## src/rtl/lcd_pattern_pkg.sv

```systemverilog
// Shared types for the LCD timing generator: pattern mode encodings,
// RGB565 colour constants and the colour-bar lookup.
package lcd_pattern_pkg;

   typedef enum logic [2:0] {
      MODE_BARS   = 3'd0,
      MODE_WHITE  = 3'd1,
      MODE_CHECK  = 3'd2,
      MODE_RAMP   = 3'd3,
      MODE_BORDER = 3'd4,
      MODE_BLACK  = 3'd5
   } mode_e;

   typedef struct packed {
      logic [4:0] r;
      logic [5:0] g;
      logic [4:0] b;
   } rgb565_t;

   localparam rgb565_t RGB_WHITE = '{r: 5'd31, g: 6'd63, b: 5'd31};
   localparam rgb565_t RGB_BLACK = '{r: 5'd0,  g: 6'd0,  b: 5'd0};

   // Bars walk blue, then green, then red, each channel in powers of two.
   function automatic rgb565_t bar_colour(input logic [3:0] idx);
      rgb565_t c;
      c = RGB_BLACK;
      case (idx)
         4'd0:    c.b = 5'd1;
         4'd1:    c.b = 5'd2;
         4'd2:    c.b = 5'd4;
         4'd3:    c.b = 5'd8;
         4'd4:    c.b = 5'd31;
         4'd5:    c.g = 6'd1;
         4'd6:    c.g = 6'd2;
         4'd7:    c.g = 6'd4;
         4'd8:    c.g = 6'd8;
         4'd9:    c.g = 6'd16;
         4'd10:   c.g = 6'd63;
         4'd11:   c.r = 5'd1;
         4'd12:   c.r = 5'd2;
         4'd13:   c.r = 5'd4;
         4'd14:   c.r = 5'd8;
         default: c.r = 5'd31;
      endcase
      return c;
   endfunction

endpackage

```

## src/rtl/lcd_pattern_timing_gen_rgb.sv

```systemverilog
// Combinational test-pattern colour generator; the border is always drawn
// in unshifted pixel coordinates, the pattern itself uses the scrolled x.
module lcd_pattern_rgb
   import lcd_pattern_pkg::*;
#(
   parameter int H_ACTIVE   = 1024,
   parameter int V_ACTIVE   = 600,
   parameter int CHECK_LOG2 = 5
) (
   input  logic [2:0]  mode,
   input  logic [10:0] x,
   input  logic [10:0] px,
   input  logic [9:0]  py,
   input  logic        de,
   output rgb565_t     rgb
);

   localparam int          BAR_W   = (H_ACTIVE >= 16) ? H_ACTIVE / 16 : 1;
   localparam logic [10:0] BAR_W_L = 11'(BAR_W);
   localparam logic [10:0] X_LAST  = 11'(H_ACTIVE - 1);
   localparam logic [9:0]  Y_LAST  = 10'(V_ACTIVE - 1);

   logic [10:0] bar_raw;
   logic [3:0]  bar_idx;
   logic        border;
   logic        check;

   always_comb begin
      bar_raw = x / BAR_W_L;
      // the last bar absorbs the remainder when H_ACTIVE is not a multiple of 16
      bar_idx = (bar_raw > 11'd15) ? 4'd15 : bar_raw[3:0];
      border  = (px == 11'd0) || (px == X_LAST) || (py == 10'd0) || (py == Y_LAST);
      check   = x[CHECK_LOG2] ^ py[CHECK_LOG2];
      rgb     = RGB_BLACK;
      if (de) begin
         case (mode)
            MODE_BARS:   rgb = border ? RGB_WHITE : bar_colour(bar_idx);
            MODE_WHITE:  rgb = RGB_WHITE;
            MODE_CHECK:  rgb = (border || check) ? RGB_WHITE : RGB_BLACK;
            MODE_RAMP:   rgb = '{r: x[9:5], g: x[9:4], b: x[9:5]};
            MODE_BORDER: rgb = border ? RGB_WHITE : RGB_BLACK;
            default:     rgb = RGB_BLACK;
         endcase
      end
   end

endmodule

```

## src/rtl/lcd_pattern_timing_gen.sv

```systemverilog
// RGB565 parallel-LCD timing generator with test patterns; all outputs are
// registered one cycle after the h/v position. Define LCD_PATTERN_ANIM_EN for scrolling.
module lcd_pattern_timing_gen
   import lcd_pattern_pkg::*;
#(
   parameter int H_ACTIVE    = 1024,
   parameter int H_FP        = 50,
   parameter int H_SYNC      = 1,
   parameter int H_BP        = 50,
   parameter int V_ACTIVE    = 600,
   parameter int V_FP        = 12,
   parameter int V_SYNC      = 3,
   parameter int V_BP        = 20,
   parameter bit SYNC_POL    = 1'b0,
   parameter int CHECK_LOG2  = 5,
   parameter int SCROLL_STEP = 4
) (
   input  logic        PixelClk,
   input  logic        RST,
   input  logic [2:0]  Mode,
   output logic        LCD_DE,
   output logic        LCD_HSYNC,
   output logic        LCD_VSYNC,
   output logic [4:0]  LCD_R,
   output logic [5:0]  LCD_G,
   output logic [4:0]  LCD_B,
   output logic [10:0] PixelX,
   output logic [9:0]  PixelY,
   output logic        FrameStart,
   output logic [15:0] FrameCount
);

   localparam int H_TOTAL = H_SYNC + H_BP + H_ACTIVE + H_FP;
   localparam int V_TOTAL = V_SYNC + V_BP + V_ACTIVE + V_FP;

   localparam logic [11:0] H_LAST     = 12'(H_TOTAL - 1);
   localparam logic [11:0] H_SYNC_END = 12'(H_SYNC);
   localparam logic [11:0] H_DE_BEG   = 12'(H_SYNC + H_BP);
   localparam logic [11:0] H_DE_END   = 12'(H_SYNC + H_BP + H_ACTIVE);
   localparam logic [11:0] H_ACT_L    = 12'(H_ACTIVE);
   localparam logic [10:0] V_LAST     = 11'(V_TOTAL - 1);
   localparam logic [10:0] V_SYNC_END = 11'(V_SYNC);
   localparam logic [10:0] V_DE_BEG   = 11'(V_SYNC + V_BP);
   localparam logic [10:0] V_DE_END   = 11'(V_SYNC + V_BP + V_ACTIVE);

   logic [11:0] h_q, h_d;
   logic [10:0] v_q, v_d;
   logic [2:0]  mode_q, mode_d;
   logic [15:0] fc_q, fc_d;
   logic        de_q, de_d;
   logic        hs_q, hs_d;
   logic        vs_q, vs_d;
   logic [10:0] px_q, px_d;
   logic [9:0]  py_q, py_d;
   logic        fs_q, fs_d;
   rgb565_t     rgb_q, rgb_d;

   logic        eol, eof;
   logic        h_act, v_act;
   logic [10:0] offset;
   logic [11:0] x_sum;
   logic [10:0] pat_x;

   always_comb begin
      eol    = (h_q == H_LAST);
      eof    = eol && (v_q == V_LAST);
      h_d    = eol ? 12'd0 : h_q + 12'd1;
      v_d    = v_q;
      if (eol) v_d = eof ? 11'd0 : v_q + 11'd1;
      mode_d = eof ? Mode : mode_q;
      fc_d   = eof ? fc_q + 16'd1 : fc_q;

      h_act  = (h_q >= H_DE_BEG) && (h_q < H_DE_END);
      v_act  = (v_q >= V_DE_BEG) && (v_q < V_DE_END);
      de_d   = h_act && v_act;
      hs_d   = (h_q < H_SYNC_END) ? SYNC_POL : ~SYNC_POL;
      vs_d   = (v_q < V_SYNC_END) ? SYNC_POL : ~SYNC_POL;
      px_d   = de_d ? (h_q[10:0] - H_DE_BEG[10:0]) : 11'd0;
      py_d   = de_d ? (v_q[9:0] - V_DE_BEG[9:0]) : 10'd0;
      fs_d   = de_d && (h_q == H_DE_BEG) && (v_q == V_DE_BEG);

      x_sum  = {1'b0, px_d} + {1'b0, offset};
      pat_x  = (x_sum >= H_ACT_L) ? (x_sum[10:0] - H_ACT_L[10:0]) : x_sum[10:0];
   end

`ifdef LCD_PATTERN_ANIM_EN
   localparam logic [11:0] SCROLL_L = 12'(SCROLL_STEP);

   logic [10:0] offset_q, offset_d;
   logic [11:0] off_sum;

   always_comb begin
      off_sum  = {1'b0, offset_q} + SCROLL_L;
      offset_d = offset_q;
      if (eof) offset_d = (off_sum >= H_ACT_L) ? (off_sum[10:0] - H_ACT_L[10:0]) : off_sum[10:0];
   end

   always_ff @(posedge PixelClk) begin
      if (RST) offset_q <= 11'd0;
      else     offset_q <= offset_d;
   end

   assign offset = offset_q;
`else
   assign offset = 11'd0;
`endif

   lcd_pattern_rgb #(
      .H_ACTIVE   (H_ACTIVE),
      .V_ACTIVE   (V_ACTIVE),
      .CHECK_LOG2 (CHECK_LOG2)
   ) u_rgb (
      .mode (mode_q),
      .x    (pat_x),
      .px   (px_d),
      .py   (py_d),
      .de   (de_d),
      .rgb  (rgb_d)
   );

   always_ff @(posedge PixelClk) begin
      if (RST) begin
         h_q    <= 12'd0;
         v_q    <= 11'd0;
         mode_q <= 3'd0;
         fc_q   <= 16'd0;
         de_q   <= 1'b0;
         hs_q   <= ~SYNC_POL;
         vs_q   <= ~SYNC_POL;
         px_q   <= 11'd0;
         py_q   <= 10'd0;
         fs_q   <= 1'b0;
         rgb_q  <= RGB_BLACK;
      end else begin
         h_q    <= h_d;
         v_q    <= v_d;
         mode_q <= mode_d;
         fc_q   <= fc_d;
         de_q   <= de_d;
         hs_q   <= hs_d;
         vs_q   <= vs_d;
         px_q   <= px_d;
         py_q   <= py_d;
         fs_q   <= fs_d;
         rgb_q  <= rgb_d;
      end
   end

   assign LCD_DE     = de_q;
   assign LCD_HSYNC  = hs_q;
   assign LCD_VSYNC  = vs_q;
   assign LCD_R      = rgb_q.r;
   assign LCD_G      = rgb_q.g;
   assign LCD_B      = rgb_q.b;
   assign PixelX     = px_q;
   assign PixelY     = py_q;
   assign FrameStart = fs_q;
   assign FrameCount = fc_q;

endmodule

```

## config.mk

```make
export PLATFORM = sky130hd
export DESIGN_NAME = lcd_pattern_timing_gen
export DESIGN_NICKNAME = d
export VERILOG_FILES = /design/src/rtl/lcd_pattern_pkg.sv /design/src/rtl/lcd_pattern_timing_gen_rgb.sv /design/src/rtl/lcd_pattern_timing_gen.sv
export SDC_FILE = /design/constraint.sdc
export NUM_CORES = 1
export LEC_CHECK = 0
export CORE_MARGIN = 3
export CORE_UTILIZATION = 54
export DETAILED_ROUTE_END_ITERATION = 12
export PLACE_DENSITY = 0.89
export SLEW_MARGIN = 15
export SYNTH_ARGS = -nofsm -noshare
export SYNTH_HDL_FRONTEND = slang
export SYNTH_SLANG_ARGS = --single-unit
```

## constraint.sdc

```tcl
create_clock -name PixelClk -period 3.5 [get_ports PixelClk]
set_input_delay 0.875 -clock PixelClk [delete_from_list [all_inputs] [get_ports PixelClk]]
set_output_delay 0.875 -clock PixelClk [all_outputs]
set_load 0.03 [all_outputs]
```

==> summary.md, run 1 <==
| Metric | Value |
|---|---|
| Clock transition at the registers of the reported paths | about 80 ps |
| WP data arrival | roughly 3400 ps |
| Sinks on Clock Net | 83 |
| WS Path Type | flop to flop |
| Clock Latency Late Sink | around 360 ps |
| DRC Markers | 0 |
| Crit start category | flop |
| CTS max path bufs | 2 |
| Clock Skews | 6.74 ps |
| CP required | 3800 ps |
| Post-Layout Cell Count | 649 |
| Post-synthesis sequential area ratio | 40.0% |
| Pre-antenna DRT Iters | 5 |
| Clock group share of total power | between 30% and 40% |
| Fill count | 612 |
| Synthesis-to-finish area growth | 20.3% |
| Total CTS buffers | 9 |
| Synthesis Warnings | 0 |
| Die width | 93.7 um |
| Critical R2R Capture | LCD_B[2] |
| DRT antenna net count | 0 |
| Maximum vdd ir drop | 0.292 mV |
| Most common cell on crit path | nand2_1 |
| Synthesized area | about 0.0042 mm2 |
| Final Core Density | 67.7% |
| Initial antenna violation count | 0 |
| Yosys cell types | 64 |
| Synth area leader | dfxtp_1 |
| Combinational group share of total power | 3.3% |
| Avg Inst Size Synth | 8.37 um2 |
| Reg-to-reg slack, setup | 360 ps |
| DP Area | between 0.004 and 0.005 mm2 |
| Synth Register Bits | 83 |
| Normalized max-slew margin | 47.9% |
| Min cycle time layout | 3140 ps |
| GRT Total Usage | 23.5% |
| Synth Net Count | between 500 and 600 |
| Worst path bufs/invs | 1 |
| Drt total wl | 9930 um |
| First-pass GRT wire length | between 15000 and 20000 um |
| Area of the core | 0.00737 mm2 |
| Setup TNS | 0 ps |
| Post-Synthesis Cells | 496 |
| Lkg Pwr | 1.83 nW |
| Vias | 3777 |
| Initial core utilization | 56.3% |
| Final #Nets | 556 |
| Reg2reg start | h_q[0] |
| Post-synth EDFFs | 0 |
| R2R depth | 10 |
| RSZ-0062 raised after global routing | false |
| CTS tree | done |
| CTS Root Cell | clkbuf_8 |
| Vias in the first global route | 3463 |
| Global route overflow | 0 |
| Chip height | ~94 um |
| Endpoint type of the worst setup path | flop |
| Worst slew pin tran | 775 ps |
| Slowest CP cell | nor4_4 |
| Fin. Hold Viols | 0 |
| Switching Share | 23.6% |
| Status | finished, final reports clean |
| Max incr delay on CP | 530 ps |
| Worst-path fanout max | 11 |
| Synth area leaders | dfxtp_1 40%, nor2_1 6.7%, xnor2_1 6.3% |
| Largest net degree at the start of global routing | 26 |
| Dpl cells | roughly 630 |
| FFs w/ async S/R, synth | 0% |
| # setup viols final | 0 |
| Synth top area share | 40.0% |
| Die ar. | 0.00878 mm2 |
| Power Density | 332 mW/mm2 |
| Vias per cell | 5.82 |
| Top Family by Delay on Critical Path | simple AND/OR/NAND/NOR gates |
| Fmax | 319 MHz |
| Total stage count of the critical path | 10 |
| Final Power | ~1.7 mW |
| NetSw | roughly 0.39 mW |
| Std-Cell Rows | 31 |
| Number of port buffers | between 60 and 70 |
| Final period util | around nine tenths |
| Layout cells sized above 1 | approximately 7.5% |
| Int Pwr | 1.27 mW |
| Worst Setup SP | h_q[0] |
| Critical path capture point | LCD_B[2] |
| H-tree levels | 3 |
| Diode count | 0 |
| Dpl hpwl | a little over 7000 um |
| RD Place Congestion | 0.966 |
| Synth Flop Type | dfxtp_1 |
| Slew Limit Fails | 0 |
| Final instance area | 0.00499 mm2 |
| DR WL/cell | 15.3 um |
| CP cell instances | ha_1 > o311ai_2 > nand2_1 > xnor2_1 > nor4_4 > nand2b_1 > clkinv_4 > nand2_1 > or4_1 > nand3_1 |
| Post-CTS Setup Repair Bufs | 0 |
| Sequential share of power | 57.6% |
| Starting DRT DRC Count | 260 |
| Hold Crit Class | flop to flop |
| Max-cap viol count | 0 |
| Num ports | 62 |
## how the worst min path moves through the flow
stage               depth (start not counted)              to      startpoint
finish                                      2  FrameCount[11]  FrameCount[11]
global route                                2   FrameCount[5]   FrameCount[5]
CTS                                         2  FrameCount[11]  FrameCount[11]
detailed placement                          2  FrameCount[11]  FrameCount[11]
global placement                            1          h_q[0]          h_q[0]
floorplan                                   1       PixelX[0]          h_q[0]
## timing repair
action                                  4_1_cts  5_1_grt
endpoints found under the setup margin        0        6
resized for setup                             0        1
hold buffers                                  0        0
## sequential cells by signal (all words and copies together) (netlist names), 3 cells and up
register	cells
PixelY	10
LCD_G	6
PixelX	11
LCD_B	5
mode_q	3
FrameCount	16
LCD_R	5
v_q	11
h_q	12
## power groups by stage
stage | logic [mW] | clock network [mW] | registers, mW
3_5_place_dp | 0.0533 | 0 | 0.978
3_3_place_gp | 0.0535 | 0 | 0.977
6_report | 0.0542 | 0.648 | 0.955
5_1_grt | 0.0592 | 0.697 | 0.957
4_1_cts | 0.0537 | 0.655 | 0.955
2_1_floorplan | 0.0330 | 0 | 0.980
## final cells by class
| class | count | area (um2) | area share [%] |
|---|---|---|---|
| multi-input cells | 365 | 2270 | 45.4 |
| well taps | 99 | 124 | 2.48 |
| inverters | 14 | 57.6 | 1.15 |
| flip-flops and latches | 83 | 1660 | 33.3 |
| clock buffers | 11 | 151 | 3.03 |
| clock inverters | 5 | 36.3 | 0.727 |
| repair buffers | 72 | 693 | 13.9 |
## stage by stage
stage | setup WS (ps) | hold slack, ps
finish | 362 | 506
global route | 26.1 | 550
CTS | 258 | 510
detailed placement | 289 | 491
global placement | 439 | 469
floorplan | 656 | 453
## placed cells by master (no fill, tap or decap), types with 3 or more instances in the layout
| cell type | count |
|---|---|
| a211oi_1 | 5 |
| clkbuf_8 | 11 |
| nor2_1 | 74 |
| or4_1 | 3 |
| o21ai_0 | 15 |
| nor2b_1 | 4 |
| clkinvlp_4 | 3 |
| and2_1 | 8 |
| xnor2_1 | 30 |
| dfxtp_1 | 83 |
| a31oi_1 | 4 |
| a221oi_1 | 3 |
| buf_4 | 11 |
| o21ai_1 | 9 |
| nand2b_1 | 3 |
| a21o_1 | 6 |
| nor4_1 | 5 |
| a21oi_1 | 24 |
| mux2i_1 | 6 |
| clkdlybuf4s50_1 | 61 |
| nand4_1 | 8 |
| inv_1 | 13 |
| and3_1 | 6 |
| nand2_1 | 37 |
| ha_1 | 6 |
| or3_1 | 15 |
| nor3_1 | 18 |
| xor2_1 | 20 |
| nand3_1 | 19 |
## Yosys cell counts (9+ instances only)
master    instances
buf_2             9
o21ai_0          15
nand3_1          19
inv_1            13
xor2_1           20
nor3_1           18
o21ai_1           9
dfxtp_1          83
clkbuf_1         17
xnor2_1          30
nor2_1           74
nand2_1          37
a21oi_1          24
or3_1            15
## worst register-to-register path, delay by kind of cell, from the launching register on
kind,cells,cell delay (ps)
buffers and inverters,1,190
DFF,1,360
xor gates and xnor gates,1,260
adders and majority gates,1,320
and+or+nand+nor,6,1690
AOI/OAI and AO/OA,1,270
## cells by family (layout without fill, tap and decap cells)
| kind of cell | count (synthesis) | count (layout) | synth area share, % |
|---|---|---|---|
| buf+inv | 48 | 102 | 5.45 |
| compound gates | 90 | 90 | 15.5 |
| xor+xnor | 50 | 50 | 10.5 |
| mux | 6 | 6 | 1.45 |
| flops | 83 | 83 | 40.0 |
| fa+ha+maj | 6 | 6 | 1.81 |
| other cells | 1 | 1 | 0.0903 |
| simple gates | 212 | 212 | 25.1 |
## per-layer routing
metal | share of wire, % | vias to the layer above | track usage (%)
met3 | 7.6 | 27 | 4.81
met2 | 48 | 188 | 38.1
met1 | 42 | 1749 | 30.5
met4 | 2.4 | 0 | 9.63
met5 | 0 | - | 0
li1 | - | 1813 | -
Note: power is estimated with default switching activity, not from simulation.
==> run 2, diff against run 1 <==
Settings changed: SLEW_MARGIN 15 to 0.
==> results of run 2 <==
No change in the layout: final DEF, timing and power equal those of run 1.
==> run 3, diff against run 2 <==
Settings changed: CORE_ASPECT_RATIO set to 0.75.
==> summary.md, run 3 (synthesized netlist as in run 1, its figures left out) <==
| Metric | Value |
|---|---|
| Worst path bufs/invs | 1 |
| Die ar. | between 0.008 and 0.009 mm2 |
| Pre-antenna DRT Iters | 5 |
| Number of port buffers | 61 |
| Vias in the first global route | ~3400 |
| Synthesis-to-finish area growth | 20.9% |
| CTS max path bufs | 2 |
| Vias per cell | between 5 and 6 |
| Chip height | 81.9 um |
| Initial antenna violation count | 0 |
| Reg-to-reg slack, setup | 280 ps |
| Clock Skews | 18.6 ps |
| Largest net degree at the start of global routing | 26 |
| Lkg Pwr | 1.84 nW |
| Power Density | 343 mW/mm2 |
| Commonest cells after routing, fill and taps aside | 83 x dfxtp_1, 74 x nor2_1, 61 x clkdlybuf4s50_1 |
| Crit start category | flop |
| Hold Crit Class | flop to flop |
| Combinational group share of total power | 3.2% |
| M2 GR Usage | ~37% |
| Worst Setup SP | v_q[0] |
| Clock group share of total power | around two fifths |
| Max incr delay on CP | 690 ps |
| Slowest CP cell | a2111oi_1 |
| DRC Markers | 0 |
| Die width | approximately 110 um |
| Maximum vdd ir drop | 0.293 mV |
| Post-CTS Setup Repair Bufs | 0 |
| Min cycle time layout | 3220 ps |
| Int Pwr | 1.32 mW |
| First-pass GRT wire length | ~16000 um |
| GRT Total Usage | 23.0% |
| Critical R2R Capture | LCD_R[4] |
| CP cell instances | ha_1 > a21o_1 > a21o_1 > a2111oi_1 > nor4_4 > nand2b_1 > buf_4 > nor3_1 > a211oi_1 > o21ai_1 |
| CTS tree | done |
| Top Family by Delay on Critical Path | compound AO/OA/AOI/OAI gates |
| Vias | ~3700 |
| Clock transition at the registers of the reported paths | 80 ps |
| Final period util | 92.0% |
| Starting DRT DRC Count | 188 |
| Setup TNS | 0 ps |
| CP required | roughly 3700 ps |
| Dpl hpwl | 7260 um |
| CTS Root Cell | clkbuf_8 |
| Worst-path fanout max | 13 |
| Max-cap viol count | 0 |
| # setup viols final | 0 |
| Sequential share of power | 55.5% |
| Slew Limit Fails | 0 |
| DR WL/cell | 14.8 um |
| Fin. Hold Viols | 0 |
| Global route overflow | 0 |
| Commonest non-fill, non-tap cell in the layout | dfxtp_1 |
| Fill count | 593 |
| Sinks on Clock Net | 83 |
| NetSw | 0.395 mW |
| Hold_buf cts | 0 |
| R2R depth | 10 |
| RD Place Congestion | approximately 0.94 |
| Num ports | 62 |
| Worst slew pin tran | between 700 and 800 ps |
| WP data arrival | 3440 ps |
| Initial core utilization | 56.1% |
| H-tree levels | 3 |
| Clock Latency Late Sink | 360 ps |
| GRT Max-Usage Layer | met2 |
| Reg2reg start | v_q[0] |
| Final instance area | 0.00502 mm2 |
| Area of the core | 0.00740 mm2 |
| Hold wc startpoint | h_q[0] |
| Status | finished, final reports clean |
| WS Path Type | flop to flop |
| Total CTS buffers | 9 |
| Drt total wl | 9630 um |
| Layout cells sized above 1 | 7.44% |
| DRT antenna net count | 0 |
| Switching Share | 23.0% |
| Diode count | 0 |
| Normalized max-slew margin | 46.8% |
| Hold path cells | 1 |
| Endpoint type of the worst setup path | flop |
| Worst Hold End | h_q[0] |
| Largest register FFs | 16 |
| Cts repair resizes | 0 |
| Grt met1 use | between 30% and 40% |
| Fmax | 311 MHz |
| Final #Nets | ~560 |
| Most common cell on crit path | a21o_1 |
| GR Layer Usage met3 | 5.03% |
| Std-Cell Rows | 27 |
| DP Area | 0.00481 mm2 |
| RSZ-0062 raised after global routing | false |
run 3: power groups by stage:
stage | Combinational, mW | Clock [mW] | Sequential [mW]
6_report | 0.0547 | 0.710 | 0.955
5_1_grt | 0.0598 | 0.762 | 0.957
4_1_cts | 0.0543 | 0.717 | 0.955
3_5_place_dp | 0.0539 | 0 | 0.977
3_3_place_gp | 0.0534 | 0 | 0.977
2_1_floorplan | 0.0330 | 0 | 0.980
run 3: per-layer routing:
layer | part of all wire (%) | wire (um) | vias to the layer above
met4 | 0.96 | 92 | 0
li1 | - | - | 1824
met1 | 46 | 4420 | 1711
met5 | 0 | 0 | -
met2 | 45 | 4350 | 146
met3 | 7.9 | 759 | 12
run 3: cell type report:
cell class                 instances  area [um2]  share of cell area [%]
clock inverter                     6        71.3                    1.42
inverter                          14        57.6                    1.15
sequential                        83        1660                    33.1
clock buffer                      10         138                    2.74
multi-input combinational        365        2260                    45.1
tap                              101         126                    2.52
timing repair buffer              73         701                    14.0
run 3: worst max-delay path by stage:
stage | to | slack (ps) | depth (start not counted)
6_report | LCD_R[4] | 280 | 10
5_1_grt | LCD_B[4] | 60 | 10
4_1_cts | LCD_R[4] | 330 | 10
3_5_place_dp | LCD_R[4] | 350 | 10
3_3_place_gp | LCD_R[0] | 430 | 10
2_1_floorplan | LCD_B[0] | 660 | 9
run 3: metrics by stage:
step	setup WS (ps)	std cells	utilization (%)	total power [mW]	hold WS, ps
after floorplan	656	496	-	1.01	453
after global placement	434	636	65.0	1.03	470
after detailed placement	350	636	65.0	1.03	486
after CTS	330	652	67.8	1.73	504
after global routing	55.4	652	67.8	1.78	542
final	280	652	67.8	1.72	498
run 3: worst register-to-register path: stages, from the launching register on:
cell and delay (ps):
dfxtp_1 420, ha_1 330, a21o_1 180, a21o_1 180, a2111oi_1 690, nor4_4 180, nand2b_1 360, buf_4 260
nor3_1 70, a211oi_1 300, o21ai_1 130
